<file path="config.mk">
export PLATFORM = sky130hd
export DESIGN_NAME = sig_sched
export DESIGN_NICKNAME = d
export VERILOG_FILES = /design/src/rtl/sig_pkg.sv /design/src/rtl/sig_rsp_fifo.sv /design/src/rtl/sig_sched.sv
export SDC_FILE = /design/constraint.sdc
export NUM_CORES = 1
export LEC_CHECK = 0
export ABC_AREA = 1
export CORE_MARGIN = 2
export CORE_UTILIZATION = 30
export CTS_CLUSTER_DIAMETER = 200
export CTS_CLUSTER_SIZE = 10
export DETAILED_ROUTE_END_ITERATION = 8
export PLACE_DENSITY = 0.6
export SYNTH_ARGS = -nofsm -noshare
export SYNTH_HDL_FRONTEND = slang
export SYNTH_SLANG_ARGS = --single-unit
</file>
<file path="constraint.sdc">
create_clock -name clk -period 7.5 [get_ports clk]
set_input_delay 0.75 -clock clk [delete_from_list [all_inputs] [get_ports clk]]
set_output_delay 0.75 -clock clk [all_outputs]
set_load 0.005 [all_outputs]
</file>
<file path="src/rtl/sig_pkg.sv">
// sig_pkg: shared defaults and types for the sigmoid-engine scheduler.
//   SIG_W / SIG_NREQ / SIG_LAT : default data width, requester count, engine latency
//   tag_t                      : {valid, id} entry of the tag pipe shadowing the engine
package sig_pkg;
  localparam int SIG_W    = 20;
  localparam int SIG_NREQ = 4;
  localparam int SIG_LAT  = 3;
  // Fixed-width id field so the type stays parameter-free; users take the low IDW bits.
  localparam int TAG_IDW  = 8;

  typedef struct packed {
    logic               valid;
    logic [TAG_IDW-1:0] id;
  } tag_t;
endpackage

</file>
<file path="src/rtl/sig_rsp_fifo.sv">
// sig_rsp_fifo: result FIFO holding {id, y} entries between the engine and the consumer.
//   clk, rst_n      : clock, synchronous active-low reset (empties the FIFO)
//   wr_en, wr_data  : push port (caller guarantees no overflow)
//   rd_en           : pop of the head entry (caller guarantees not empty)
//   rd_data         : head entry, reads 0 while empty
//   empty, count    : occupancy status
module sig_rsp_fifo #(
  parameter int DEPTH = 5,
  parameter int DW    = 22,
  localparam int CW   = $clog2(DEPTH+1),
  localparam int AW   = (DEPTH > 1) ? $clog2(DEPTH) : 1
) (
  input  logic          clk,
  input  logic          rst_n,
  input  logic          wr_en,
  input  logic [DW-1:0] wr_data,
  input  logic          rd_en,
  output logic [DW-1:0] rd_data,
  output logic          empty,
  output logic [CW-1:0] count
);
  logic [DW-1:0] mem [DEPTH];
  logic [AW-1:0] wr_ptr, rd_ptr;

  function automatic logic [AW-1:0] inc(input logic [AW-1:0] p);
    return (p == AW'(DEPTH-1)) ? '0 : p + AW'(1);
  endfunction

  always_ff @(posedge clk) begin
    if (wr_en) mem[wr_ptr] <= wr_data;
  end

  always_ff @(posedge clk) begin
    if (!rst_n) begin
      wr_ptr <= '0;
      rd_ptr <= '0;
      count  <= '0;
    end else begin
      if (wr_en) wr_ptr <= inc(wr_ptr);
      if (rd_en) rd_ptr <= inc(rd_ptr);
      case ({wr_en, rd_en})
        2'b10:   count <= count + CW'(1);
        2'b01:   count <= count - CW'(1);
        default: count <= count;
      endcase
    end
  end

  assign empty   = (count == '0);
  assign rd_data = empty ? '0 : mem[rd_ptr];
endmodule

</file>
<file path="src/rtl/sig_sched.sv">
// sig_sched: round-robin scheduler sharing one fixed-latency, non-stalling sigmoid
// engine among NREQ requesters, with a credit-controlled in-order result FIFO.
//   clk, rst_n          : clock, synchronous active-low reset
//   req_valid/req_x     : per-requester request valid and packed operands
//   req_ready           : one-hot accept
//   eng_valid/eng_x     : issue strobe and operand to the engine
//   eng_y               : engine result, LAT cycles after eng_valid
//   rsp_valid/rsp_ready : response handshake; rsp_y/rsp_id carry result and owner
//   stall_cnt           : saturating stall counter (only with SIG_SCHED_STATS_EN)
module sig_sched import sig_pkg::*; #(
  parameter int NREQ   = SIG_NREQ,
  parameter int W      = SIG_W,
  parameter int LAT    = SIG_LAT,
  localparam int DEPTH = LAT + 2,
  localparam int IDW   = $clog2(NREQ)
) (
  input  logic              clk,
  input  logic              rst_n,
  input  logic [NREQ-1:0]   req_valid,
  input  logic [NREQ*W-1:0] req_x,
  output logic [NREQ-1:0]   req_ready,
  output logic              eng_valid,
  output logic [W-1:0]      eng_x,
  input  logic [W-1:0]      eng_y,
  output logic              rsp_valid,
  input  logic              rsp_ready,
  output logic [W-1:0]      rsp_y,
  output logic [IDW-1:0]    rsp_id
`ifdef SIG_SCHED_STATS_EN
  ,
  output logic [15:0]       stall_cnt
`endif
);
  localparam int CW = $clog2(DEPTH+1);

  tag_t           tag_pipe [LAT];
  logic [IDW-1:0] ptr, gnt;
  logic           found, credit, issue, pop, fifo_empty;
  logic [CW-1:0]  fifo_count;
  int             inflight;

  // Round-robin search starting at ptr.
  always_comb begin
    found = 1'b0;
    gnt   = '0;
    for (int k = 0; k < NREQ; k++) begin
      if (!found && req_valid[(int'(ptr) + k) % NREQ]) begin
        found = 1'b1;
        gnt   = IDW'((int'(ptr) + k) % NREQ);
      end
    end
  end

  always_comb begin
    inflight = 0;
    for (int s = 0; s < LAT; s++) inflight += int'(tag_pipe[s].valid);
  end

  // Every issued op reserves a FIFO slot now; a same-cycle pop frees one,
  // which lets issue resume in the very cycle backpressure is released.
  assign pop       = rsp_valid && rsp_ready;
  assign credit    = (int'(fifo_count) + inflight - int'(pop)) < DEPTH;
  assign issue     = rst_n && found && credit;
  assign req_ready = issue ? (NREQ'(1) << gnt) : '0;
  assign eng_valid = issue;
  assign eng_x     = req_x[int'(gnt)*W +: W];

  always_ff @(posedge clk) begin
    if (!rst_n) begin
      ptr <= '0;
      for (int s = 0; s < LAT; s++) tag_pipe[s] <= '0;
    end else begin
      tag_pipe[0].valid <= issue;
      tag_pipe[0].id    <= TAG_IDW'(gnt);
      for (int s = 1; s < LAT; s++) tag_pipe[s] <= tag_pipe[s-1];
      if (issue) ptr <= (gnt == IDW'(NREQ-1)) ? '0 : gnt + IDW'(1);
    end
  end

  // Upper id bits of the fixed-width tag are never populated.
  logic unused_tag_bits;
  assign unused_tag_bits = ^tag_pipe[LAT-1].id;

  sig_rsp_fifo #(.DEPTH(DEPTH), .DW(W+IDW)) u_fifo (
    .clk     (clk),
    .rst_n   (rst_n),
    .wr_en   (tag_pipe[LAT-1].valid),
    .wr_data ({tag_pipe[LAT-1].id[IDW-1:0], eng_y}),
    .rd_en   (pop),
    .rd_data ({rsp_id, rsp_y}),
    .empty   (fifo_empty),
    .count   (fifo_count)
  );

  assign rsp_valid = !fifo_empty;

`ifdef SIG_SCHED_STATS_EN
  always_ff @(posedge clk) begin
    if (!rst_n)
      stall_cnt <= '0;
    else if (|req_valid && !issue && stall_cnt != 16'hFFFF)
      stall_cnt <= stall_cnt + 16'd1;
  end
`endif
endmodule

</file>
==> flow_summary.yaml <==
status:
  outcome: "complete, no violations"
worst_setup_path:
  critPathBufInv: 4
  worstPathRequired_ns: 6.75
  startpoint_type: "input port"
  end_kind: "primary output"
  worstSetupPathDepth: 17
  cp_max_fo: 10
  critical_path_class: "in2out"
  max_stage_delay_ns: 0.53
  crit_chain: "clkdlybuf4s50_1, nand2_1, inv_1, ha_1, fa_1, inv_1, ha_1, fa_1, nand2_1, nand2_1, a21oi_1, or2_2, nand2_1, nand2_1, nand3_1, nor2_1, clkdlybuf4s50_1"
  path_delay_family: "adder cells"
  slowest_stage: "clkdlybuf4s50_1"
  critPathArrivalTime_ns: 4.36
  r2r.worst_path.cells: 18
  crit_top_cell: "nand2_1"
timing:
  fin_skew_ns: 0.009828
  worst_slack_ns: 2.394
  fin_crit_sh: 0.6809
  min_period_ns: 5.106
  rsz0062_at_grt: "false"
  slew_headroom: 0.3846
  worstMarginPinSlew_ns: 0.9221
  hold_violations: 0
  finalMaxSlewViolations: 0
  fmax_mhz: 195.8
  finalSetupViolCount: 0
  timing.hold.ws_ns: 0.4098
  fin_tns_setup_ns: 0
worst_hold_path:
  min_path_type: "reg2reg"
  min_path_cells: 2
logic_synthesis:
  synth_nets: 860
  synth_seq_cells: 133
  synth_flop_cell: "edfxtp_1"
  yosysTopAreaCell: "edfxtp_1"
  synth_common_cells: "nand2_1 (156), edfxtp_1 (110), inv_1 (102), nor2_1 (82), o21ai_0 (52)"
  synth_top_cell_area_share: 0.4922
  synthTopCellsByArea: "edfxtp_1 (49%), nand2_1 (8.7%), dfxtp_1 (6.9%)"
  synth.most_common_cell: "nand2_1"
  synth_edf_count: 110
  syn_inst: 734
  seq_area_frac_synth: 0.5608
  synthArstFlopShare: 0
  syn_avg_cell_area_sq_um: 9.144
  ys_types: 33
  netlist_area_sq_um: 6711
  yosysWarnings: 0
clock_tree:
  worstSkewPairLatency_ns: 0.41
  clock-sinks: 133
  cts_buffer_depth: 2
  cts_hold_buf: 0
  post_cts_resized: 0
  post_cts_buffers: 0
  cts_buffers: 17
  htree_levels: 4
  path_clk_slew_ns: 0.05
  cts_tree: "done"
  cts_root_buf: "clkbuf_16"
floorplan:
  row_count: 54
  dieHeight_um: 153.6
  initial_core_util: 0.3066
  die_w_um: 153.6
  io_pins: 155
  dieArea_sq_um: 23580
  core_area_sq_um: 21890
place:
  dp_cells: 1137
  place.gp.congestion: 0.7505
  port_buffers: 154
  place_ws_ns: 2.384
  hpwl_um: 10450
power_and_ir_drop:
  share_seq_of_total_power: 0.268
  switching_share: 0.3718
  max-vdd-ir-drop_v: 0.0001998
  powerDensity_nw_per_um2: 369.4
  leakage_uw: 0.003814
  p_switching_uw: 1244
  p_int_uw: 2101
  p_clk_frac: 0.243
  p_comb_frac: 0.489
cells_and_area:
  layout-area-overhead-vs-synth_pct: 34.94
  antenna_cells: 0
  nets: 1002
  drive_gt1_frac: 0.06187
  post-route-util: 0.4137
  finalNonFillerCells: 1169
route:
  drt-vias-per-instance: 4.636
  wl_per_cell_um: 14.08
  wl_um: 16460
  drc: 0
  dr.pass1.iters: 5
  antenna_left: 0
  drt_iter0_drc: 236
  via_count: 5419
global_routing:
  grtUsageTotal: 0.1390
  grt_max_degree: 46
  first_global_vias: 5302
  antenna_found_initial: 0
  gr-total-overflow: 0
  grt_pass1_wl_um: 26170
flow_run:
  maxCapViolCount: 0
-- cell type report --
type	instances	area, sq um
Timing Repair Buffer	162	1602
Multi-Input combinational cell	456	2352
Inverter	106	397.9
Sequential cell	133	3766
Clock buffer	17	425.4
Clock inverter	15	162.7
Fill cell	2178	12830
Tap cell	280	350.3
-- through the flow --
step / cell area [sq um] / total power (uW)
after global routing: 9056 / 3604
after detailed placement: 8468 / 2554
final: 9056 / 3345
after CTS: 9056 / 3386
after floorplan: 6711 / 1892
after global placement: 8468 / 2551
-- power groups by stage --
| stage | clock network [uW] | registers [uW] | logic, uW |
|---|---|---|---|
| 5_1_grt | 855 | 903 | 1850 |
| 4_1_cts | 830 | 896 | 1660 |
| 6_report | 814 | 895 | 1640 |
| 3_5_place_dp | 0 | 911 | 1640 |
| 3_3_place_gp | 0 | 910 | 1640 |
| 2_1_floorplan | 0 | 881 | 1010 |
-- final timing paths --
check | end | slack (ns) | start
min reg2reg | tag_pipe[0][18] | 0.41 | tag_pipe[0][9]
max | req_ready[1] | 2.39 | rsp_ready
max reg2reg | ptr[0] | 4.00 | u_fifo.count[0]
min | tag_pipe[0][18] | 0.41 | tag_pipe[0][9]
-- routing by layer --
metal	part of all wire	GRT usage	up-vias
met5	0	0	-
met3	0.074	0.04707	25
met1	0.43	0.1586	2473
met4	0.021	0.04849	0
li1	-	-	2719
met2	0.48	0.2430	202
-- state kept, by name (all words and copies together), names as in the netlist, named ones only --
register       count
u_fifo.mem       110
u_fifo.wr_ptr      3
ptr                2
u_fifo.count       3
u_fifo.rd_ptr      3
tag_pipe           9
-- kinds of logic after synthesis --
logic type               Yosys count  share of synthesized area
XOR/XNOR                           1                   0.001305
adder cells (fa/ha/maj)           19                    0.03878
AO/OA/AOI/OAI                    116                     0.1010
flip-flops                       133                     0.5608
AND/OR/NAND/NOR                  320                     0.2071
buffers and inverters            145                    0.09098
-- cells in the final DEF, fill, tap and decap left out, drive strengths merged --
cell,n
nand3b,22
o21ai,55
xor2,1
nand2,160
buf,8
fa,3
a311oi,1
nor2,84
clkbuf,17
clkinv,11
inv,106
clkdlybuf4s50,154
a21oi,35
edfxtp,110
a21o,1
o32ai,22
clkinvlp,1
nand3,50
nor3,1
nand4,1
o211a,1
ha,16
dfxtp,23
bufinv,3
or2,2
a2bb2oi,1
-- worst register-to-register path: cells and delay by family, from the launching register on --
family	cells	cell delay, ns
buffers and inverters	3	0.31
adder cells (fa/ha/maj)	4	1.41
AND/OR/NAND/NOR	9	1.16
flip-flops	1	0.29
AO/OA/AOI/OAI	2	0.22
(Power assumes the default switching activity.)
